--- src/rtl/seg7_scan_driver.sv ---
// Multiplexed N-digit seven-segment scan driver with hex glyphs, decimal points,
// leading-zero blanking and frame-synchronous display updates.
module seg7_scan_driver #(
  parameter int NUM_DIGITS  = 4,
  parameter int REFRESH_DIV = 1000,
  parameter int HEX_MODE    = 1,
  parameter int ACTIVE_LOW  = 0
) (
  input  logic                    clk,
  input  logic                    reset,
  input  logic                    enable,
  input  logic [4*NUM_DIGITS-1:0] value_in,
  input  logic [NUM_DIGITS-1:0]   dp_in,
  input  logic                    load,
  input  logic                    blank_lz,
  output logic [6:0]              seg,
  output logic                    dp,
  output logic [NUM_DIGITS-1:0]   digit_sel,
  output logic                    frame_done,
  output logic                    update_pending
);

  localparam int CNT_W = (REFRESH_DIV > 1) ? $clog2(REFRESH_DIV) : 1;
  localparam int IDX_W = (NUM_DIGITS > 1) ? $clog2(NUM_DIGITS) : 1;
  localparam logic [CNT_W-1:0] CNT_LAST = CNT_W'(REFRESH_DIV - 1);
  localparam logic [IDX_W-1:0] IDX_LAST = IDX_W'(NUM_DIGITS - 1);

  logic [CNT_W-1:0]        div_cnt_q, div_cnt_d;
  logic [IDX_W-1:0]        idx_q, idx_d;
  logic [4*NUM_DIGITS-1:0] pend_val_q, pend_val_d;
  logic [NUM_DIGITS-1:0]   pend_dp_q, pend_dp_d;
  logic [4*NUM_DIGITS-1:0] disp_val_q, disp_val_d;
  logic [NUM_DIGITS-1:0]   disp_dp_q, disp_dp_d;
  logic                    upd_pend_q, upd_pend_d;
  logic                    frame_done_q, frame_done_d;
  logic [6:0]              seg_q, seg_d;
  logic                    dp_q, dp_d;
  logic [NUM_DIGITS-1:0]   sel_q, sel_d;

  logic                    boundary;
  logic [3:0]              cur_nib;
  logic                    cur_dp;
  logic                    hi_zero;
  logic                    blank;

  function automatic logic [6:0] glyph(input logic [3:0] nib);
    logic [6:0] g;
    case (nib)
      4'h0: g = 7'b0111111;
      4'h1: g = 7'b0000110;
      4'h2: g = 7'b1011011;
      4'h3: g = 7'b1001111;
      4'h4: g = 7'b1100110;
      4'h5: g = 7'b1101101;
      4'h6: g = 7'b1111101;
      4'h7: g = 7'b0000111;
      4'h8: g = 7'b1111111;
      4'h9: g = 7'b1101111;
      4'hA: g = 7'b1110111;
      4'hB: g = 7'b1111100;
      4'hC: g = 7'b0111001;
      4'hD: g = 7'b1011110;
      4'hE: g = 7'b1111001;
      default: g = 7'b1110001;
    endcase
    if (HEX_MODE == 0 && nib > 4'd9) g = 7'b0000000;
    return g;
  endfunction

  always_comb begin
    div_cnt_d    = div_cnt_q;
    idx_d        = idx_q;
    pend_val_d   = pend_val_q;
    pend_dp_d    = pend_dp_q;
    disp_val_d   = disp_val_q;
    disp_dp_d    = disp_dp_q;
    upd_pend_d   = upd_pend_q;
    seg_d        = 7'b0000000;
    dp_d         = 1'b0;
    sel_d        = '0;
    cur_nib      = 4'h0;
    cur_dp       = 1'b0;
    hi_zero      = 1'b1;

    boundary     = enable && (div_cnt_q == CNT_LAST) && (idx_q == IDX_LAST);
    frame_done_d = boundary;

    if (enable) begin
      if (div_cnt_q == CNT_LAST) begin
        div_cnt_d = '0;
        idx_d     = (idx_q == IDX_LAST) ? '0 : idx_q + IDX_W'(1);
      end else begin
        div_cnt_d = div_cnt_q + CNT_W'(1);
      end
    end

    // A load landing on the boundary bypasses pending so the new frame shows it at once.
    if (load) begin
      pend_val_d = value_in;
      pend_dp_d  = dp_in;
    end
    if (boundary && load) begin
      disp_val_d = value_in;
      disp_dp_d  = dp_in;
      upd_pend_d = 1'b0;
    end else if (boundary && upd_pend_q) begin
      disp_val_d = pend_val_q;
      disp_dp_d  = pend_dp_q;
      upd_pend_d = 1'b0;
    end else if (load) begin
      upd_pend_d = 1'b1;
    end

    for (int j = 0; j < NUM_DIGITS; j++) begin
      if (idx_q == IDX_W'(j)) begin
        cur_nib = disp_val_q[4*j +: 4];
        cur_dp  = disp_dp_q[j];
      end
      if (j >= int'(idx_q) && disp_val_q[4*j +: 4] != 4'h0) hi_zero = 1'b0;
    end
    blank = blank_lz && (idx_q != '0) && hi_zero;

    if (enable) begin
      sel_d = NUM_DIGITS'(1) << idx_q;
      seg_d = blank ? 7'b0000000 : glyph(cur_nib);
      dp_d  = cur_dp;
    end
  end

  always_ff @(posedge clk or posedge reset) begin
    if (reset) begin
      div_cnt_q    <= '0;
      idx_q        <= '0;
      pend_val_q   <= '0;
      pend_dp_q    <= '0;
      disp_val_q   <= '0;
      disp_dp_q    <= '0;
      upd_pend_q   <= 1'b0;
      frame_done_q <= 1'b0;
      seg_q        <= 7'b0000000;
      dp_q         <= 1'b0;
      sel_q        <= '0;
    end else begin
      div_cnt_q    <= div_cnt_d;
      idx_q        <= idx_d;
      pend_val_q   <= pend_val_d;
      pend_dp_q    <= pend_dp_d;
      disp_val_q   <= disp_val_d;
      disp_dp_q    <= disp_dp_d;
      upd_pend_q   <= upd_pend_d;
      frame_done_q <= frame_done_d;
      seg_q        <= seg_d;
      dp_q         <= dp_d;
      sel_q        <= sel_d;
    end
  end

  // Polarity applied after the flops so internal state is always active-high.
  assign seg            = (ACTIVE_LOW != 0) ? ~seg_q : seg_q;
  assign dp             = (ACTIVE_LOW != 0) ? ~dp_q  : dp_q;
  assign digit_sel      = (ACTIVE_LOW != 0) ? ~sel_q : sel_q;
  assign frame_done     = frame_done_q;
  assign update_pending = upd_pend_q;

endmodule

--- config.mk ---
export PLATFORM = sky130hd
export DESIGN_NAME = seg7_scan_driver
export DESIGN_NICKNAME = d
export VERILOG_FILES = /design/src/rtl/seg7_scan_driver.sv
export SDC_FILE = /design/constraint.sdc
export NUM_CORES = 1
export LEC_CHECK = 0
export ABC_CLOCK_PERIOD_IN_PS = 2600
export BUFFER_PORTS_ARGS = -buffer_cell sky130_fd_sc_hd__buf_4
export CORE_MARGIN = 2
export CORE_UTILIZATION = 35
export DETAILED_ROUTE_END_ITERATION = 12
export PLACE_DENSITY_LB_ADDON = 0.3
export RECOVER_POWER = 100
export SLEW_MARGIN = 10
export SYNTH_ARGS = -nofsm -noshare
export SYNTH_HDL_FRONTEND = slang
export SYNTH_SLANG_ARGS = --single-unit
--- constraint.sdc ---
create_clock -name clk -period 2.6 [get_ports clk]
set_input_delay 0.26 -clock clk [delete_from_list [all_inputs] [get_ports clk]]
set_output_delay 0.26 -clock clk [all_outputs]
set_load 0.02 [all_outputs]
After elaboration in Yosys (flattened, before gate mapping)

Memory sizes are Yosys's and may differ from the RTL's.
Index checks and enable logic that the tools add are counted.
Widths: inputs -> output; s select.

Flip-flop bits (word level): 66
Bits in read-only memories: 112
Input bits: 25
Output and inout bits: 14
Logic and storage cells: 65
Memories: 1

Memories:

| memory           | words | width | rd ports | clocked after Yosys merged registers in | wr ports | RTL line | RTL |
|---|---|---|---|---|---|---|---|
| (name not given) | 16    | 7     | 1        | 0                                       | 0        | 48       | `case (nib)` |

Add/subtract/negate cells: 2
$lt $le $gt $ge: 3
Eq/ne operators: 4
Shift operators: 1
Multiplexer cells: 25
Reductions and logical operators: 18

Operators by type and width:

| cell                  | count |
|---|---|
| $mux 16               | 2 |
| $mux 4                | 7 |
| $reduce_bool 4->1     | 4 |
| $mux 7                | 2 |
| $mux 1                | 12 |
| $add 10x1->10 const B | 1 |
| $eq 10x10->1 const B  | 1 |
| $mux 10               | 1 |
| $logic_and 1x1->1     | 9 |
| $eq 2x2->1 const B    | 2 |
| $ge 1x2->1 const A    | 2 |
| $reduce_bool 2->1     | 2 |
| $shl 1x2->4 const A   | 1 |
| $reduce_bool 3->1     | 1 |
| $add 2x1->2 const B   | 1 |
| $eq 2x1->1 const B    | 1 |
| $ge 2x2->1 const A    | 1 |
| $logic_not 2->1       | 1 |
| $mux 2                | 1 |
| $reduce_and 2->1      | 1 |

Logic depth before layout (Yosys ltp)

Word-level depth: 9
Mapped depth: 10
Mapped depth without buffers: 10

Worst setup path after synthesis

Ideal clock, no wire load.

Path kind: flip-flop to flip-flop
Start point: register idx_q[0]
End point: register seg_q[0], in the netlist seg[0]
Setup time: 0.079 ns
Arrival time: 2.328 ns
Setup slack: 0.193 ns
Stages on the path, launching flop included: 10
Clock period less this slack: 2.407 ns
Cells stage by stage: dfrtp_1 -> inv_1 -> ha_1 -> and2b_1 -> a22oi_1 -> a221oi_1 -> inv_1 -> ha_1 -> or3b_1 -> a21oi_1

Word-level cells in the longest chain between the ends: 9
Elaborated cells on any way between the ends: 24

Ends and longest elaborated chain:

| element                                                              | RTL line | RTL |
|---|---|---|
| start: declaration                                                   | 29       | `logic [IDX_W-1:0] idx_q, idx_d;` |
| start signal: assignment                                             | 145      | `idx_q <= idx_d;` |
| parallel branches: the longest is 7 deep, another holds $mem_v2 16x7 | -        |  |
| $mux 7 *                                                             | 125      | `seg_d = blank ? 7'b0000000 : glyph(cur_nib);` |
| $mux 7 *                                                             | 123      | `if (enable) begin` |
| net seg_d[0]                                                         | 36       | `logic [6:0] seg_q, seg_d;` |
| end signal: assignment                                               | 152      | `seg_q <= seg_d;` |
| end: declaration                                                     | 36       |  |

Mark *: on every way through the listed nets, which the timed path passes.
A chain may end at the register's enable or synchronous reset.

Worst setup path in the final report

Start point: register idx_q[1]
End point: register seg_q[0], in the netlist seg[0]

Same word-level chain as after synthesis.

==> metrics.cfg <==
[status]
outcome = finished, violations left
failed_checks = capacitance limit, slew limit

[critical_path]
timing.setup.critical_path_class = register to register
worst_ep_required_time_ns = 2.86
maximum_fanout_encountered_on_the_critical_timing_path = 7
r2r.worst_path.cells = 9
reg2reg_slack_ns = 0.23
worstSetupStartpointType = register
worst_r2r_startpoint = idx_q[1]
worst_ep_arrival_time_ns = 2.63
r2r-end = seg[0]
worst_setup_path_end_kind = register

[clock_tree]
clock_sinks = 66
clock_latency_ns = 0.34
post_cts_hold_buffer_count = 0
clockBufferDepth = 2
numCtsBuffers = 9
cts_setup_buffers = 0
tritoncts_clock_tree = yes
cts.root.buffer_cell = clkbuf_8
cts_htree_levels = 3
path_clk_slew_ns = 0.07
cts_resized = 0

[timing]
min_period_over_period_pct = 91.27
tightest_slew_ns = 1.600
slew_violations = 67
worst_clock_skew_ns = 0.01044
max_freq_mhz = 421.4
hold_slack_ns = 0.1407
final-setup-viol-count = 0
finalHoldViolCount = 0
rsz_0062_raised_after_global_routing = false
fin_tns_setup_ns = 0
slew_headroom_pct = -6.640
period_needed_ns = 2.373

[route]
routed_wl_mm = 6.637
detail_route.first_pass.iterations = 4
via_density = 5.231
drc = 0
antenna_violating_nets_post_route = 0
avgRoutedWirePerCell_um = 15.15
first_iter_violations = 125
overall_via_count_from_detail_route = 2291

[placed_design]
place.gp.congestion = 0.8325
post-dp-hpwl_mm = 4.591
numPlacedInstances = 423
port_buffers = 38

[floorplanning]
core_um2 = 8763
boundaryPins = 39
floorplan_die_width_um = 99.37
die_area_um2 = 9873
die-height_um = 99.37
initial_core_util_pct = 36.32
number_of_placement_rows = 34

[logic_synthesis]
synth_instances = 286
netlist-cell-type-count = 46
postSynthRegisterBits = 66
post-synth-top-area-fraction_pct = 51.89
synth-seq-area-share_pct = 51.89
synth.cell_area_um2 = 3183
async_flop_share_pct = 100.0
yosys-top-cells-area = dfrtp_1, mux2_2, o22ai_1, ha_1, a21oi_1
post-synth-top-area-cell = dfrtp_1
synthFlopType = dfrtp_1
post_synth_edffs = 0
syn-num-nets = 323
synth.yosys.warnings = 0
syn_area_per_cell_um2 = 11.13

[worst_hold_path]
worst_hold_path.endpoint = pend_val_q[6]
hold_path_depth = 3
worstHoldPathType = primary input to register
hp-start = value_in[6]

[grt]
antenna_found_initial = 0
grt_max_degree = 67
first_global_vias = 2162
grt_pass1_wl_mm = 11.20
grt_remaining_overflow = 0
gr-usage-all-layers_pct = 14.52

[power]
highest_ir_drop_seen_on_vdd_v = 0.0002397
power_mw = 2.238
leak_pwr_nw = 1.662
pwr_density_cell_nw_per_um2 = 606.1

[final_layout]
finish.net_count = 363
fin_cells = 438
antenna_diode_count = 0
drive_above_1_share_pct = 22.12
area_growth_syn_to_layout_pct = 16.00

[flow_run]
maxCapViolations = 1

layer usage:
layer	vias to the layer above	wire length (µm)	GRT usage (%)
met1	1104	3217	21.47
met2	59	2937	20.01
met4	0	188	8.008
li1	1115	-	-
met3	13	293	2.600
met5	-	0	0
how the worst max path moves through the flow:
stage | startpoint | to | depth (start not counted)
finish | idx_q[1] | seg[0] | 9
global route | idx_q[1] | seg[0] | 9
CTS | idx_q[1] | seg[0] | 9
detailed placement | idx_q[1] | seg[0] | 9
global placement | idx_q[1] | seg[0] | 9
floorplan | idx_q[0] | seg[0] | 9
final cells by class:
class	instances	area [µm²]
clock buffers	13	178.9
clock inverters	2	10.01
fillers	862	5071
inverters	14	52.55
multi-input cells	190	1391
flip-flops and latches	66	1652
well taps	108	135.1
repair buffers	45	272.8
sequential cells by signal, indices dropped and copies added, names as in the netlist:
name            count
digit_sel           4
disp_dp_q           4
disp_val_q         16
div_cnt_q          10
dp                  1
frame_done          1
idx_q               2
pend_dp_q           4
pend_val_q         16
seg                 7
update_pending      1
report_power, final:
part / total (mW) / internal (mW) / switching [mW] / leakage, nW
sequential: 1.19 / 1.11 / 0.0789 / 0.843
combinational: 0.233 / 0.120 / 0.114 / 0.718
clock: 0.814 / 0.442 / 0.372 / 0.101
total: 2.24 / 1.67 / 0.565 / 1.66
critical path: stages (launching register included):
cell and delay (ns):
dfrtp_1 0.41, inv_1 0.12, ha_1 0.27, and2b_1 0.22, a22oi_1 0.15, a221o_2 0.25, inv_1 0.08, ha_1 0.26
or3b_1 0.38, a21oi_1 0.15
stage by stage:
step / cell area [µm²] / worst slack [ns] / utilization (%)
6_report: 3692 / 0.2271 / 42.13
5_1_grt: 3692 / 0.04602 / 42.13
4_1_cts: 3759 / 0.1287 / 42.89
3_5_place_dp: 3570 / 0.1484 / 40.73
3_3_place_gp: 3570 / 0.2407 / 40.73
2_1_floorplan: 3183 / 0.1925 / -
placed cells by master (no fill, tap or decap), types with 4 or more instances in the layout:
cell      count
a21oi_1      17
a221oi_1      4
and2_0        4
buf_4        26
clkbuf_1     16
clkbuf_8     13
dfrtp_1      66
ha_1         12
inv_1        14
mux2_2       23
nand2_1      13
nor2_1       20
nor2b_1       4
nor3b_1       4
o21ai_0       6
o22ai_1      30
xnor2_1       7
synthesized netlist by cell type (2+ instances only):
cell type,n
nor2b_1,4
dfrtp_1,66
ha_1,12
buf_4,2
and3_1,2
nor2_1,20
a21o_1,2
nor3_1,2
buf_6,2
xnor2_1,7
nand4_1,3
o22ai_1,30
and2_1,6
inv_1,14
a21oi_1,17
mux2i_1,2
buf_2,3
o21ai_0,6
a22oi_1,2
a2bb2oi_1,2
nand3_1,3
buf_1,3
nand2_1,13
clkbuf_1,6
nand3b_1,3
nor3b_1,4
a221oi_1,5
mux2_2,26
nor4_1,2
cell families after synthesis:
group	count (synthesis)	share of synthesized area [%]
mux	28	9.827
fa+ha+maj	12	4.717
flops	66	51.89
compound gates	72	14.62
xor+xnor	7	1.926
simple gates	71	12.66
buf+inv	30	4.363
Note: power is estimated with default switching activity, not from simulation.
